`config.mk`:
```
export PLATFORM = sky130hd
export DESIGN_NAME = ps2_scancode_ctrl
export DESIGN_NICKNAME = d
export VERILOG_FILES = /design/src/rtl/ps2_scancode_ctrl.sv
export SDC_FILE = /design/constraint.sdc
export NUM_CORES = 1
export LEC_CHECK = 0
export BUFFER_PORTS_ARGS = -buffer_cell sky130_fd_sc_hd__buf_2
export CAP_MARGIN = 10
export CORE_ASPECT_RATIO = 1.5
export CORE_UTILIZATION = 35
export DETAILED_ROUTE_END_ITERATION = 12
export PLACE_DENSITY_LB_ADDON = 0.05
export SYNTH_ARGS = -nofsm -noshare
export SYNTH_HDL_FRONTEND = slang
export SYNTH_SLANG_ARGS = --single-unit
export TNS_END_PERCENT = 100
```
`constraint.sdc`:
```
create_clock -name clk -period 2.4 [get_ports clk]
set_input_delay 0.24 -clock clk [delete_from_list [all_inputs] [get_ports clk]]
set_output_delay 0.24 -clock clk [all_outputs]
set_load 0.05 [all_outputs]
```
`src/rtl/ps2_scancode_ctrl.sv`:
```
// PS/2 Set-2 scan-code sequencer: pops the receiver FIFO and folds E0/F0/E1 prefixes into key events.
// Optional held-key make filter enabled by defining PS2_TYPEMATIC_FILTER_EN.
module ps2_scancode_ctrl #(
  parameter int unsigned     TO_W      = 20,
  parameter logic [TO_W-1:0] TO_CYCLES = 20'd1000000
) (
  input  logic       clk,
  input  logic       rst,
  input  logic       kb_ready,
  input  logic [7:0] kb_data,
  output logic       kb_nextdata_n,
  output logic       evt_valid,
  input  logic       evt_ready,
  output logic [7:0] evt_code,
  output logic       evt_ext,
  output logic       evt_rel,
  output logic       bat_ok,
  output logic [7:0] err_cnt
);

  typedef enum logic [1:0] {IDLE, POP, SKIP_POP} state_t;

  localparam logic [TO_W-1:0] TO_LAST = TO_CYCLES - TO_W'(1);

  state_t          state_q, state_d;
  logic [7:0]      byte_q, byte_d;
  logic            ext_f_q, ext_f_d;
  logic            rel_f_q, rel_f_d;
  logic [2:0]      skip_q, skip_d;
  logic [TO_W-1:0] to_cnt_q, to_cnt_d;
  logic            evt_valid_q, evt_valid_d;
  logic [7:0]      evt_code_q, evt_code_d;
  logic            evt_ext_q, evt_ext_d;
  logic            evt_rel_q, evt_rel_d;
  logic            bat_ok_q, bat_ok_d;
  logic [7:0]      err_cnt_q, err_cnt_d;
  logic            fetch;
  logic            pending;

`ifdef PS2_TYPEMATIC_FILTER_EN
  logic [511:0]    held_q, held_d;
  logic [8:0]      held_idx;
`endif

  always_comb begin
    state_d       = state_q;
    byte_d        = byte_q;
    ext_f_d       = ext_f_q;
    rel_f_d       = rel_f_q;
    skip_d        = skip_q;
    to_cnt_d      = '0;
    evt_valid_d   = evt_valid_q;
    evt_code_d    = evt_code_q;
    evt_ext_d     = evt_ext_q;
    evt_rel_d     = evt_rel_q;
    bat_ok_d      = 1'b0;
    err_cnt_d     = err_cnt_q;
    kb_nextdata_n = 1'b1;
`ifdef PS2_TYPEMATIC_FILTER_EN
    held_d        = held_q;
    held_idx      = {ext_f_q, byte_q};
`endif

    if (evt_valid_q && evt_ready) evt_valid_d = 1'b0;

    // Only fetch when the event slot is free (or draining this cycle) so no event is overwritten.
    fetch   = kb_ready && (!evt_valid_q || evt_ready);
    pending = ext_f_q || rel_f_q || (skip_q != 3'd0);

    case (state_q)
      IDLE: begin
        if (fetch) begin
          byte_d  = kb_data;
          state_d = (skip_q != 3'd0) ? SKIP_POP : POP;
        end else if ((TO_CYCLES != '0) && pending && !kb_ready) begin
          if (to_cnt_q == TO_LAST) begin
            ext_f_d = 1'b0;
            rel_f_d = 1'b0;
            skip_d  = 3'd0;
            if (err_cnt_q != 8'hFF) err_cnt_d = err_cnt_q + 8'd1;
          end else begin
            to_cnt_d = to_cnt_q + TO_W'(1);
          end
        end
      end

      POP: begin
        kb_nextdata_n = 1'b0;
        state_d       = IDLE;
        case (byte_q)
          8'hE0: ext_f_d = 1'b1;
          8'hF0: rel_f_d = 1'b1;
          8'hE1: skip_d  = 3'd7;
          8'h00, 8'hFF: begin
            ext_f_d = 1'b0;
            rel_f_d = 1'b0;
            if (err_cnt_q != 8'hFF) err_cnt_d = err_cnt_q + 8'd1;
          end
          default: begin
            ext_f_d = 1'b0;
            rel_f_d = 1'b0;
            if (byte_q == 8'hAA && !ext_f_q && !rel_f_q) begin
              bat_ok_d = 1'b1;
            end else begin
`ifdef PS2_TYPEMATIC_FILTER_EN
              held_d[held_idx] = !rel_f_q;
              if (rel_f_q || !held_q[held_idx]) begin
                evt_valid_d = 1'b1;
                evt_code_d  = byte_q;
                evt_ext_d   = ext_f_q;
                evt_rel_d   = rel_f_q;
              end
`else
              evt_valid_d = 1'b1;
              evt_code_d  = byte_q;
              evt_ext_d   = ext_f_q;
              evt_rel_d   = rel_f_q;
`endif
            end
          end
        endcase
      end

      SKIP_POP: begin
        kb_nextdata_n = 1'b0;
        state_d       = IDLE;
        skip_d        = skip_q - 3'd1;
        if (skip_q == 3'd1) begin
          evt_valid_d = 1'b1;
          evt_code_d  = 8'hE1;
          evt_ext_d   = 1'b0;
          evt_rel_d   = 1'b0;
        end
      end

      default: state_d = IDLE;
    endcase
  end

  always_ff @(posedge clk) begin
    if (rst) begin
      state_q     <= IDLE;
      byte_q      <= '0;
      ext_f_q     <= 1'b0;
      rel_f_q     <= 1'b0;
      skip_q      <= '0;
      to_cnt_q    <= '0;
      evt_valid_q <= 1'b0;
      evt_code_q  <= '0;
      evt_ext_q   <= 1'b0;
      evt_rel_q   <= 1'b0;
      bat_ok_q    <= 1'b0;
      err_cnt_q   <= '0;
    end else begin
      state_q     <= state_d;
      byte_q      <= byte_d;
      ext_f_q     <= ext_f_d;
      rel_f_q     <= rel_f_d;
      skip_q      <= skip_d;
      to_cnt_q    <= to_cnt_d;
      evt_valid_q <= evt_valid_d;
      evt_code_q  <= evt_code_d;
      evt_ext_q   <= evt_ext_d;
      evt_rel_q   <= evt_rel_d;
      bat_ok_q    <= bat_ok_d;
      err_cnt_q   <= err_cnt_d;
    end
  end

`ifdef PS2_TYPEMATIC_FILTER_EN
  always_ff @(posedge clk) begin
    if (rst) held_q <= '0;
    else     held_q <= held_d;
  end
`endif

  assign evt_valid = evt_valid_q;
  assign evt_code  = evt_code_q;
  assign evt_ext   = evt_ext_q;
  assign evt_rel   = evt_rel_q;
  assign bat_ok    = bat_ok_q;
  assign err_cnt   = err_cnt_q;

endmodule

```
==> summary.md, run 1 <==
| Metric | Value |
|---|---|
| Fill cells | `802` |
| Core area | `around 0.0077 mm^2` |
| RSZ-0062 raised after global routing | `no` |
| GRT overflow | `0` |
| First-pass DRT Iterations | `4` |
| Cell repeated most along the worst path | `inv_1` |
| IO Pins | `33` |
| Row cnt | `39` |
| Final instance area | `0.00325 mm^2` |
| # setup viols final | `0` |
| Storage cell area | `0.00110 mm^2` |
| Post-CTS sizing | `0` |
| GR Util met1 | `0.180` |
| CTS Hold Bufs | `0` |
| Peak VDD IR | `0.302 mV` |
| Final Cycle Share | `0.938` |
| Fmax | `between 400 and 500 MHz` |
| Hold Crit Class | `in -> reg` |
| Slew headroom | `0.558` |
| CP startpoint kind | `register` |
| Final hold violation count | `0` |
| Max Cap Viol | `0` |
| Grt peak-use layer | `met2` |
| Vias in the first global route | `2437` |
| TritonCTS clock tree | `built` |
| Synth warn | `0` |
| CP arrival | `2.47 ns` |
| Cells after Synth | `334` |
| Multi-input logic area | `0.00156 mm^2` |
| Critical Path RT | `approximately 2.6 ns` |
| Final Skew | `0.00500 ns` |
| Met2 usage | `0.319` |
| DR vias/cell | `5.17` |
| Syn Area/Cell | `8.38 um^2` |
| Synth cell types | `50` |
| Flops & latches, synth | `between 50 and 60` |
| Worst path cell trace | `inv_1, ha_1, inv_1, or3_1, o31a_1, or4_1, a21oi_1` |
| Final TNS setup | `0 ns` |
| Met3 GRT Util | `0.0317` |
| Mapped Nets | `355` |
| Final min period | `2.25 ns` |
| CTS root buffer | `clkbuf_16` |
| Post-synth EDFFs | `0` |
| Routability cong. | `0.819` |
| Worst skew pair latency | `0.29 ns` |
| Worst-margin pin slew | `0.663 ns` |
| Post-route insts no fill | `472` |
| Post-CTS setup buffer count | `0` |
| Dpl cells | `between 400 and 500` |
| Critical path class | `reg -> reg` |
| DRT antenna net count | `0` |
| Max incr delay on CP | `~0.56 ns` |
| Via count | `2440` |
| DP Area | `0.00309 mm^2` |
| Die width | `75.0 um` |
| Area grow syn2layout | `16.0%` |
| Wire per inst | `14.1 um` |
| Port Buf Inserts | `32` |
| Detailed Route WL | `~6600 um` |
| Gr usage total | `0.172` |
| Initial Utilization | `0.366` |
| Clk sinks | `55` |
| Detailed placement HPWL | `5040 um` |
| First-pass GRT wire length | `11100 um` |
| Pwr Density | `647 mW/mm^2` |
| CTS H-tree depth | `2` |
| Slowest library cell on the worst path | `or4_1` |
| Crit end category | `register` |
| DIE AREA | `0.00837 mm^2` |
| Mapped Area | `0.00280 mm^2` |
| Finished Core Util | `0.424` |
| Initial antenna violation count | `0` |
| Largest net degree at the start of global routing | `37` |
| Die Span Y | `112 um` |
| Slew Limit Fails | `0` |
| Seq/Total Area, Yosys | `0.393` |
| Num CTS Buffers | `5` |
| Static leakage | `1.17 nW` |
| Ys async rst share | `0` |
| DRT iter0 DRCs | `63` |
| Max clock buf depth | `2` |
| Nets | `between 300 and 400` |
| Share of layout cells above drive strength 1 | `0.159` |
| Worst-path fanout max | `13` |
| Clock transition at the registers of the reported paths | `0.07 ns` |
| Number of diodes | `0` |
| DRC viols | `0` |
| Predominant post-synthesis flop cell | `dfxtp_1` |
| Outcome | `complete, no violations` |
-- stage by stage --
stage	power (W)	hold slack [ns]	setup WS, ns
6_report	0.00210	0.176	0.148
5_1_grt	0.00221	0.180	0.00629
4_1_cts	0.00215	0.171	0.146
3_5_place_dp	0.00138	0.438	0.164
3_3_place_gp	0.00138	0.431	0.221
2_1_floorplan	0.00128	0.349	0.243
-- critical path, delay by kind of cell (launching register included) --
family          cells  cell delay [ns]
buf+inv             2             0.15
fa+ha+maj           1             0.18
flops               1             0.33
simple gates        2             0.95
compound gates      2             0.57
-- sequential cells by signal, summed over array words and instances (netlist names) --
name	cells
evt_code	8
byte_q	8
state_q	2
skip_q	3
bat_ok	1
ext_f_q	1
err_cnt	8
to_cnt_q	20
evt_rel	1
rel_f_q	1
evt_valid	1
evt_ext	1
-- report_power, final --
group | leakage (nW) | internal (W) | total, W | switching, W
clock | 0.0731 | 0.000418 | 0.000751 | 0.000334
sequential | 0.446 | 0.000948 | 0.000977 | 0.0000293
combinational | 0.650 | 0.000120 | 0.000374 | 0.000253
-- layout make-up --
| class | instances | share of cell area |
|---|---|---|
| multi-input combinational | 247 | 0.479 |
| tap | 102 | 0.0393 |
| timing repair buffer | 43 | 0.0748 |
| clock inverter | 2 | 0.00501 |
| sequential | 55 | 0.339 |
| clock buffer | 6 | 0.0428 |
| inverter | 17 | 0.0197 |
-- cells in the mapped netlist (3+ instances only) --
| cell | n | area share |
|---|---|---|
| and3_1 | 4 | 0.0089 |
| and4_1 | 3 | 0.0094 |
| nand3_1 | 15 | 0.027 |
| a211oi_1 | 6 | 0.016 |
| a21oi_1 | 24 | 0.043 |
| nand2_1 | 28 | 0.038 |
| buf_6 | 3 | 0.012 |
| a211o_1 | 3 | 0.0094 |
| a31oi_1 | 3 | 0.0067 |
| nand4_1 | 8 | 0.018 |
| o31ai_1 | 7 | 0.019 |
| xor2_1 | 6 | 0.019 |
| ha_1 | 9 | 0.040 |
| nor3_1 | 13 | 0.023 |
| or3_1 | 4 | 0.0089 |
| nor2b_1 | 3 | 0.0067 |
| clkbuf_1 | 12 | 0.016 |
| o21ai_0 | 9 | 0.016 |
| nand2b_1 | 6 | 0.013 |
| or4_1 | 5 | 0.013 |
| a221o_1 | 4 | 0.014 |
| dfxtp_1 | 55 | 0.39 |
| and2_1 | 6 | 0.013 |
| inv_1 | 17 | 0.023 |
| xnor2_1 | 13 | 0.041 |
| nor4_1 | 3 | 0.0067 |
| nor2_1 | 35 | 0.047 |
-- cells by family after synthesis --
logic type               Yosys count  synth area share
AO/OA/AOI/OAI                     68             0.163
multiplexers                       3            0.0116
XOR/XNOR                          19            0.0594
flip-flops                        55             0.393
adder cells (fa/ha/maj)            9            0.0402
buffers and inverters             32            0.0509
AND/OR/NAND/NOR                  148             0.282
-- cell usage in the layout (no fill, tap or decap), types with 4 or more instances in the layout --
cell,instances
or3_1,4
xor2_1,6
dfxtp_1,55
nand4_1,8
nand2b_1,6
buf_2,32
inv_1,17
and2_1,6
xnor2_1,13
nand3_1,15
a21oi_1,24
and3_1,4
or4_1,5
buf_4,11
ha_1,9
o31ai_1,7
nor2_1,35
o21ai_0,9
nand2_1,28
clkbuf_16,5
nor3_1,13
a211oi_1,6
a221o_1,4
-- metal layers --
layer,up-vias,share of wire
met5,-,0
met1,1131,0.41
met4,0,0.027
met2,37,0.54
met3,12,0.024
li1,1260,-
-- path summary, 6_finish.rpt --
check	slack [ns]	cells after the start	from	to
worst min-delay path	0.18	3	kb_data[3]	byte_q[3]
worst max-delay path	0.15	7	state_q[0]	err_cnt[5]
worst max register to register	0.15	7	state_q[0]	err_cnt[5]
worst min register to register	0.45	2	evt_code[5]	evt_code[5]
Note: power is estimated with default switching activity, not from simulation.
==> inputs of run 2 (changes only) <==
--- a/config.mk
+++ b/config.mk
@@ -10,6 +10,7 @@
 export CORE_ASPECT_RATIO = 1.5
 export CORE_UTILIZATION = 35
 export DETAILED_ROUTE_END_ITERATION = 12
+export GPL_TIMING_DRIVEN = 0
 export PLACE_DENSITY_LB_ADDON = 0.05
 export SYNTH_ARGS = -nofsm -noshare
 export SYNTH_HDL_FRONTEND = slang
==> summary.md, run 2 (same netlist as run 1, synthesis figures left out) <==
| Metric | Value |
|---|---|
| Final hold violation count | `0 (unchanged)` |
| Slowest library cell on the worst path | `or3_1 (was or4_1)` |
| DRT iter0 DRCs | `101 (was 63)` |
| Share of layout cells above drive strength 1 | `0.149 (was 0.159)` |
| Critical Path RT | `2.59 ns (was 2.62 ns)` |
| Gr usage total | `0.178 (was 0.172)` |
| Storage cell area | `0.00110 mm^2 (unchanged)` |
| Initial Utilization | `0.366 (unchanged)` |
| CP arrival | `2.44 ns (was 2.47 ns)` |
| Peak VDD IR | `0.298 mV (was 0.302 mV)` |
| Final Skew | `0.00605 ns (was 0.00500 ns)` |
| Clk sinks | `55 (unchanged)` |
| CTS H-tree depth | `2 (unchanged)` |
| Top reg by flops | `to_cnt_q (unchanged)` |
| Worst skew pair latency | `0.30 ns (was 0.29 ns)` |
| Crit end category | `register (unchanged)` |
| First-pass GRT wire length | `11300 um (was 11100 um)` |
| Clock transition at the registers of the reported paths | `0.07 ns (about the same)` |
| Area grow syn2layout | `16.9% (was 16.0%)` |
| Final TNS setup | `0 ns (unchanged)` |
| Number of diodes | `0 (unchanged)` |
| First-pass DRT Iterations | `4 (unchanged)` |
| Via count | `2478 (was 2440)` |
| CP startpoint kind | `register (unchanged)` |
| DRC viols | `0 (unchanged)` |
| Pwr Density | `654 mW/mm^2 (was 647 mW/mm^2)` |
| Largest net degree at the start of global routing | `16 (was 37)` |
| Dpl cells | `467 (was 464)` |
| Initial antenna violation count | `0 (unchanged)` |
| Outcome | `complete, no violations (unchanged)` |
| Critical path class | `reg -> reg (unchanged)` |
| Core area | `0.00766 mm^2 (unchanged)` |
| Vias in the first global route | `2381 (was 2437)` |
| Row cnt | `39 (unchanged)` |
| Die Span Y | `112 um (unchanged)` |
| TritonCTS clock tree | `built (unchanged)` |
| DRT antenna net count | `0 (unchanged)` |
| Max clock buf depth | `2 (unchanged)` |
| Detailed Route WL | `6910 um (was 6650 um)` |
| Post-route insts no fill | `477 (was 472)` |
| Fill cells | `809 (was 802)` |
| Routability cong. | `0.762 (was 0.819)` |
| Wire per inst | `14.5 um (was 14.1 um)` |
| Detailed placement HPWL | `5220 um (was 5040 um)` |
| Final min period | `2.26 ns (was 2.25 ns)` |
| Slew Limit Fails | `0 (unchanged)` |
| Max Cap Viol | `0 (unchanged)` |
| Worst path cell trace | `inv_2, ha_4, inv_1, or3_1, o31a_1, buf_6, nor4_2, mux2_1 (was inv_1, ha_1, inv_1, or3_1, o31a_1, or4_1, a21oi_1)` |
| Num CTS Buffers | `5 (unchanged)` |
| Commonest non-fill, non-tap cell in the layout | `dfxtp_1 (unchanged)` |
| Slew headroom | `0.656 (was 0.558)` |
| Commonest cells after routing, fill and taps aside | `55 x dfxtp_1, 35 x nor2_1, 31 x buf_2 (was 55 x dfxtp_1, 35 x nor2_1, 32 x buf_2)` |
| Die width | `75.0 um (unchanged)` |
| Worst-path fanout max | `10 (was 13)` |
| DR vias/cell | `5.19 (was 5.17)` |
| Static leakage | `1.16 nW (was 1.17 nW)` |
| Nets | `395 (was 390)` |
| Hold Crit Class | `in -> reg (unchanged)` |
| Port Buf Inserts | `31 (was 32)` |
| Multi-input logic area | `0.00158 mm^2 (was 0.00156 mm^2)` |
| Number of flip-flops in the largest register | `20 (unchanged)` |
| Worst-margin pin slew | `0.512 ns (was 0.663 ns)` |
| Setup WS pre-CTS | `-0.0496 ns (was 0.164 ns)` |
| RSZ-0062 raised after global routing | `no (unchanged)` |
| Fmax | `443 MHz (was 444 MHz)` |
| GRT overflow | `0 (unchanged)` |
| IO Pins | `33 (unchanged)` |
| CTS root buffer | `clkbuf_16 (unchanged)` |
| # setup viols final | `0 (unchanged)` |
| Final Cycle Share | `0.940 (was 0.938)` |
| DIE AREA | `0.00837 mm^2 (unchanged)` |
| Setup WS post-layout | `0.144 ns (was 0.148 ns)` |
| Max incr delay on CP | `0.38 ns (was 0.56 ns)` |
-- run 2: worst paths after layout --
| path | start | endpoint | slack, ns | cells past startpoint |
|---|---|---|---|---|
| worst max-delay path | state_q[1] | err_cnt[4] | 0.14 | 8 |
| worst min register to register | to_cnt_q[0] | to_cnt_q[0] | 0.45 | 1 |
| worst max register to register | state_q[1] | err_cnt[4] | 0.14 | 8 |
| worst min-delay path | kb_data[6] | byte_q[6] | 0.18 | 3 |
-- run 2: layout make-up --
type,instances,area share
well taps,102,0.0390
clock buffers,8,0.0478
flip-flops and latches,55,0.336
repair buffers,33,0.0520
multi-input cells,247,0.481
plain buffers,15,0.0241
inverters,17,0.0195
-- run 2: metal layers --
metal	part of all wire	wire (um)	vias up	track usage
met1	0.41	2820	1164	0.182
met4	0.019	132	0	0.0704
met5	0	0	-	0
met2	0.55	3770	38	0.338
met3	0.027	185	9	0.0299
li1	-	-	1267	-
-- run 2: what timing repair did --
| item | 4_1_cts | 5_1_grt |
|---|---|---|
| hold buffers | 0 | 0 |
| pin swaps | 1 | 1 |
| gates resized for setup | 0 | 6 |
| gates cloned | 0 | 0 |
| setup buffers | 1 | 1 |
| endpoints found under the setup margin | 2 | 8 |
-- run 2: worst max-delay path: cells and delay by family (launching register included) --
kind                     cells  cell delay (ns)
AND/OR/NAND/NOR              2             0.64
flip-flops                   1             0.36
adder cells (fa/ha/maj)      1             0.16
buffers and inverters        3             0.31
multiplexers                 1             0.34
AO/OA/AOI/OAI                1             0.34
-- run 2: power breakdown --
part | leakage [nW] | switching [W] | internal [W] | total, W
clock | 0.0772 | 0.000332 | 0.000445 | 0.000777
combinational | 0.634 | 0.000263 | 0.000125 | 0.000388
sequential | 0.446 | 0.0000282 | 0.000948 | 0.000976
total | 1.16 | 0.000623 | 0.00152 | 0.00214
-- run 2: per-stage QoR --
step / util / cell area [um^2] / hold slack, ns / total power, W
3_3_place_gp: 0.402 / 3080 / 0.431 / 0.00137
5_1_grt: 0.427 / 3270 / 0.177 / 0.00225
3_5_place_dp: 0.402 / 3080 / 0.448 / 0.00138
2_1_floorplan: - / 2800 / 0.349 / 0.00128
4_1_cts: 0.424 / 3250 / 0.175 / 0.00216
6_report: 0.427 / 3270 / 0.176 / 0.00214
==> inputs of run 3 (changes only) <==
--- a/config.mk
+++ b/config.mk
@@ -8,10 +8,12 @@
 export BUFFER_PORTS_ARGS = -buffer_cell sky130_fd_sc_hd__buf_2
 export CAP_MARGIN = 10
 export CORE_ASPECT_RATIO = 1.5
+export CORE_MARGIN = 5
 export CORE_UTILIZATION = 35
 export DETAILED_ROUTE_END_ITERATION = 12
 export GPL_TIMING_DRIVEN = 0
 export PLACE_DENSITY_LB_ADDON = 0.05
+export SETUP_SLACK_MARGIN = 0.4
 export SYNTH_ARGS = -nofsm -noshare
 export SYNTH_HDL_FRONTEND = slang
 export SYNTH_SLANG_ARGS = --single-unit
==> summary.md, run 3 (same netlist as run 1, synthesis figures left out) <==
| Metric | Value |
|---|---|
| R2r setup slk | `0.35 ns (was 0.14 ns)` |
| Final hold violation count | `0 (unchanged)` |
| Hold Crit Class | `in -> reg (unchanged)` |
| Share of layout cells above drive strength 1 | `0.299 (was 0.149)` |
| Die width | `83.0 um (was 75.0 um)` |
| Port Buf Inserts | `31 (unchanged)` |
| CP startpoint kind | `register (unchanged)` |
| Met3 GRT Util | `0.0371 (was 0.0299)` |
| Initial Utilization | `0.354 (was 0.366)` |
| DRT iter0 DRCs | `128 (was 101)` |
| Area grow syn2layout | `29.1% (was 16.9%)` |
| Wire per inst | `14.9 um (was 14.5 um)` |
| Critical R2R Launch | `state_q[1] (unchanged)` |
| Met2 usage | `0.299 (was 0.338)` |
| Fmax | `488 MHz (was 443 MHz)` |
| CP Launch Point | `state_q[1] (unchanged)` |
| CTS root buffer | `clkbuf_16 (unchanged)` |
| Final min period | `2.05 ns (was 2.26 ns)` |
| First-pass GRT wire length | `12500 um (was 11300 um)` |
| CP arrival | `2.23 ns (was 2.44 ns)` |
| GR Util met1 | `0.153 (was 0.182)` |
| Final instance area | `0.00361 mm^2 (was 0.00327 mm^2)` |
| Worst skew pair latency | `0.29 ns (was 0.30 ns)` |
| Nets | `416 (was 395)` |
| DIE AREA | `0.00993 mm^2 (was 0.00837 mm^2)` |
| Routability cong. | `0.781 (was 0.762)` |
| Final Cycle Share | `0.853 (was 0.940)` |
| Detailed placement HPWL | `5440 um (was 5220 um)` |
| Setup crit end | `err_cnt[4] (unchanged)` |
| IO Pins | `33 (unchanged)` |
| Final TNS setup | `0 ns (unchanged)` |
| Vias in the first global route | `2638 (was 2381)` |
| Multi-input logic area | `0.00174 mm^2 (was 0.00158 mm^2)` |
| First-pass DRT Iterations | `4 (unchanged)` |
| Storage cell area | `0.00111 mm^2 (was 0.00110 mm^2)` |
| Max incr delay on CP | `0.36 ns (was 0.38 ns)` |
| Fill cells | `861 (was 809)` |
| Clock transition at the registers of the reported paths | `0.07 ns (about the same)` |
| DRC viols | `0 (unchanged)` |
| Slowest library cell on the worst path | `or3_4 (was or3_1)` |
| Top reg by flops | `to_cnt_q (unchanged)` |
| Grt peak-use layer | `met2 (unchanged)` |
| Commonest cells after routing, fill and taps aside | `46 x dfxtp_1, 35 x nor2_1, 32 x buf_2 (was 55 x dfxtp_1, 35 x nor2_1, 31 x buf_2)` |
| Critical path class | `reg -> reg (unchanged)` |
| DP Area | `0.00311 mm^2 (was 0.00308 mm^2)` |
| Max clock buf depth | `2 (unchanged)` |
| Clk sinks | `55 (unchanged)` |
| Slew Limit Fails | `0 (unchanged)` |
| Static leakage | `1.31 nW (was 1.16 nW)` |
| CTS Hold Bufs | `0 (unchanged)` |
| Detailed Route WL | `7450 um (was 6910 um)` |
| Worst R2R Path Depth | `8 (unchanged)` |
| Via count | `2571 (was 2478)` |
| Outcome | `complete, no violations (unchanged)` |
| Min Hold Slack | `0.184 ns (was 0.176 ns)` |
| Crit end category | `register (unchanged)` |
| Die Span Y | `120 um (was 112 um)` |
| Gr usage total | `0.154 (was 0.178)` |
| DRT antenna net count | `0 (unchanged)` |
| Max Cap Viol | `0 (unchanged)` |
| RSZ-0062 raised after global routing | `yes (was no)` |
| Largest net degree at the start of global routing | `16 (unchanged)` |
| CTS H-tree depth | `2 (unchanged)` |
| Commonest non-fill, non-tap cell in the layout | `dfxtp_1 (unchanged)` |
| Slew headroom | `0.587 (was 0.656)` |
| # setup viols final | `0 (unchanged)` |
| Num CTS Buffers | `5 (unchanged)` |
| GRT overflow | `0 (unchanged)` |
| Pwr Density | `599 mW/mm^2 (was 654 mW/mm^2)` |
| Worst path cell trace | `inv_2, ha_4, inv_1, or3_4, o31a_1, buf_6, nor4_4, mux2_4 (was inv_2, ha_4, inv_1, or3_1, o31a_1, buf_6, nor4_2, mux2_1)` |
| Initial antenna violation count | `0 (unchanged)` |
| Final Skew | `0.00332 ns (was 0.00605 ns)` |
| Reg2Reg Capture Point | `err_cnt[4] (unchanged)` |
| TritonCTS clock tree | `built (unchanged)` |
| Number of diodes | `0 (unchanged)` |
| Row cnt | `40 (was 39)` |
| Worst-path fanout max | `8 (was 10)` |
| Worst-margin pin slew | `0.620 ns (was 0.512 ns)` |
| Core area | `0.00791 mm^2 (was 0.00766 mm^2)` |
| Critical Path RT | `2.58 ns (was 2.59 ns)` |
| Peak VDD IR | `0.292 mV (was 0.298 mV)` |
| DR vias/cell | `5.14 (was 5.19)` |
| Number of flip-flops in the largest register | `20 (unchanged)` |
## run 3: repair_timing
| action | CTS | global route |
|---|---|---|
| cloned | 0 | 0 |
| buffers inserted | 16 | 7 |
| pin swaps | 16 | 14 |
| endpoints found under the setup margin | 43 | 43 |
| gates resized for setup | 29 | 27 |
## run 3: stage by stage
| step | setup WS (ns) | utilization | power (W) | instances |
|---|---|---|---|---|
| 2_1_floorplan | 0.390 | - | 0.00128 | 334 |
| 3_3_place_gp | 0.123 | 0.394 | 0.00139 | 470 |
| 3_5_place_dp | 0.127 | 0.394 | 0.00139 | 470 |
| 4_1_cts | 0.359 | 0.439 | 0.00216 | 493 |
| 5_1_grt | 0.292 | 0.457 | 0.00229 | 500 |
| 6_report | 0.352 | 0.457 | 0.00217 | 500 |
## run 3: worst min path at each step
stage	start	to	slack (ns)	depth (start not counted)
finish	kb_data[7]	byte_q[7]	0.18	3
global route	kb_data[0]	byte_q[0]	0.18	3
CTS	kb_data[5]	byte_q[5]	0.18	3
detailed placement	to_cnt_q[0]	to_cnt_q[0]	0.44	1
global placement	to_cnt_q[0]	to_cnt_q[0]	0.44	1
floorplan	kb_ready	state_q[1]	0.35	1
## run 3: power by group
part / internal, W / total, W / switching (W)
clock network: 0.000408 / 0.000725 / 0.000317
logic: 0.000168 / 0.000465 / 0.000297
registers: 0.000948 / 0.000976 / 0.0000279
## run 3: area by class of cell
type	count	area share
well taps	105	0.0363
flip-flops and latches	55	0.308
clock buffers	6	0.0384
plain buffers	15	0.0239
clock inverters	1	0.00138
inverters	17	0.0177
repair buffers	54	0.0928
multi-input cells	247	0.481
## run 3: routing by layer
layer	share of wire	vias to the layer above
li1	-	1304
met1	0.39	1214
met2	0.55	37
met3	0.031	16
met4	0.030	0
met5	0	-
## run 3: worst max-delay path: cells and delay by family (launching register included)
family	cells	cell delay, ns
and+or+nand+nor	2	0.58
buffers and inverters	3	0.28
adders and majority gates	1	0.13
muxes	1	0.32
AOI/OAI and AO/OA	1	0.28
DFF	1	0.34
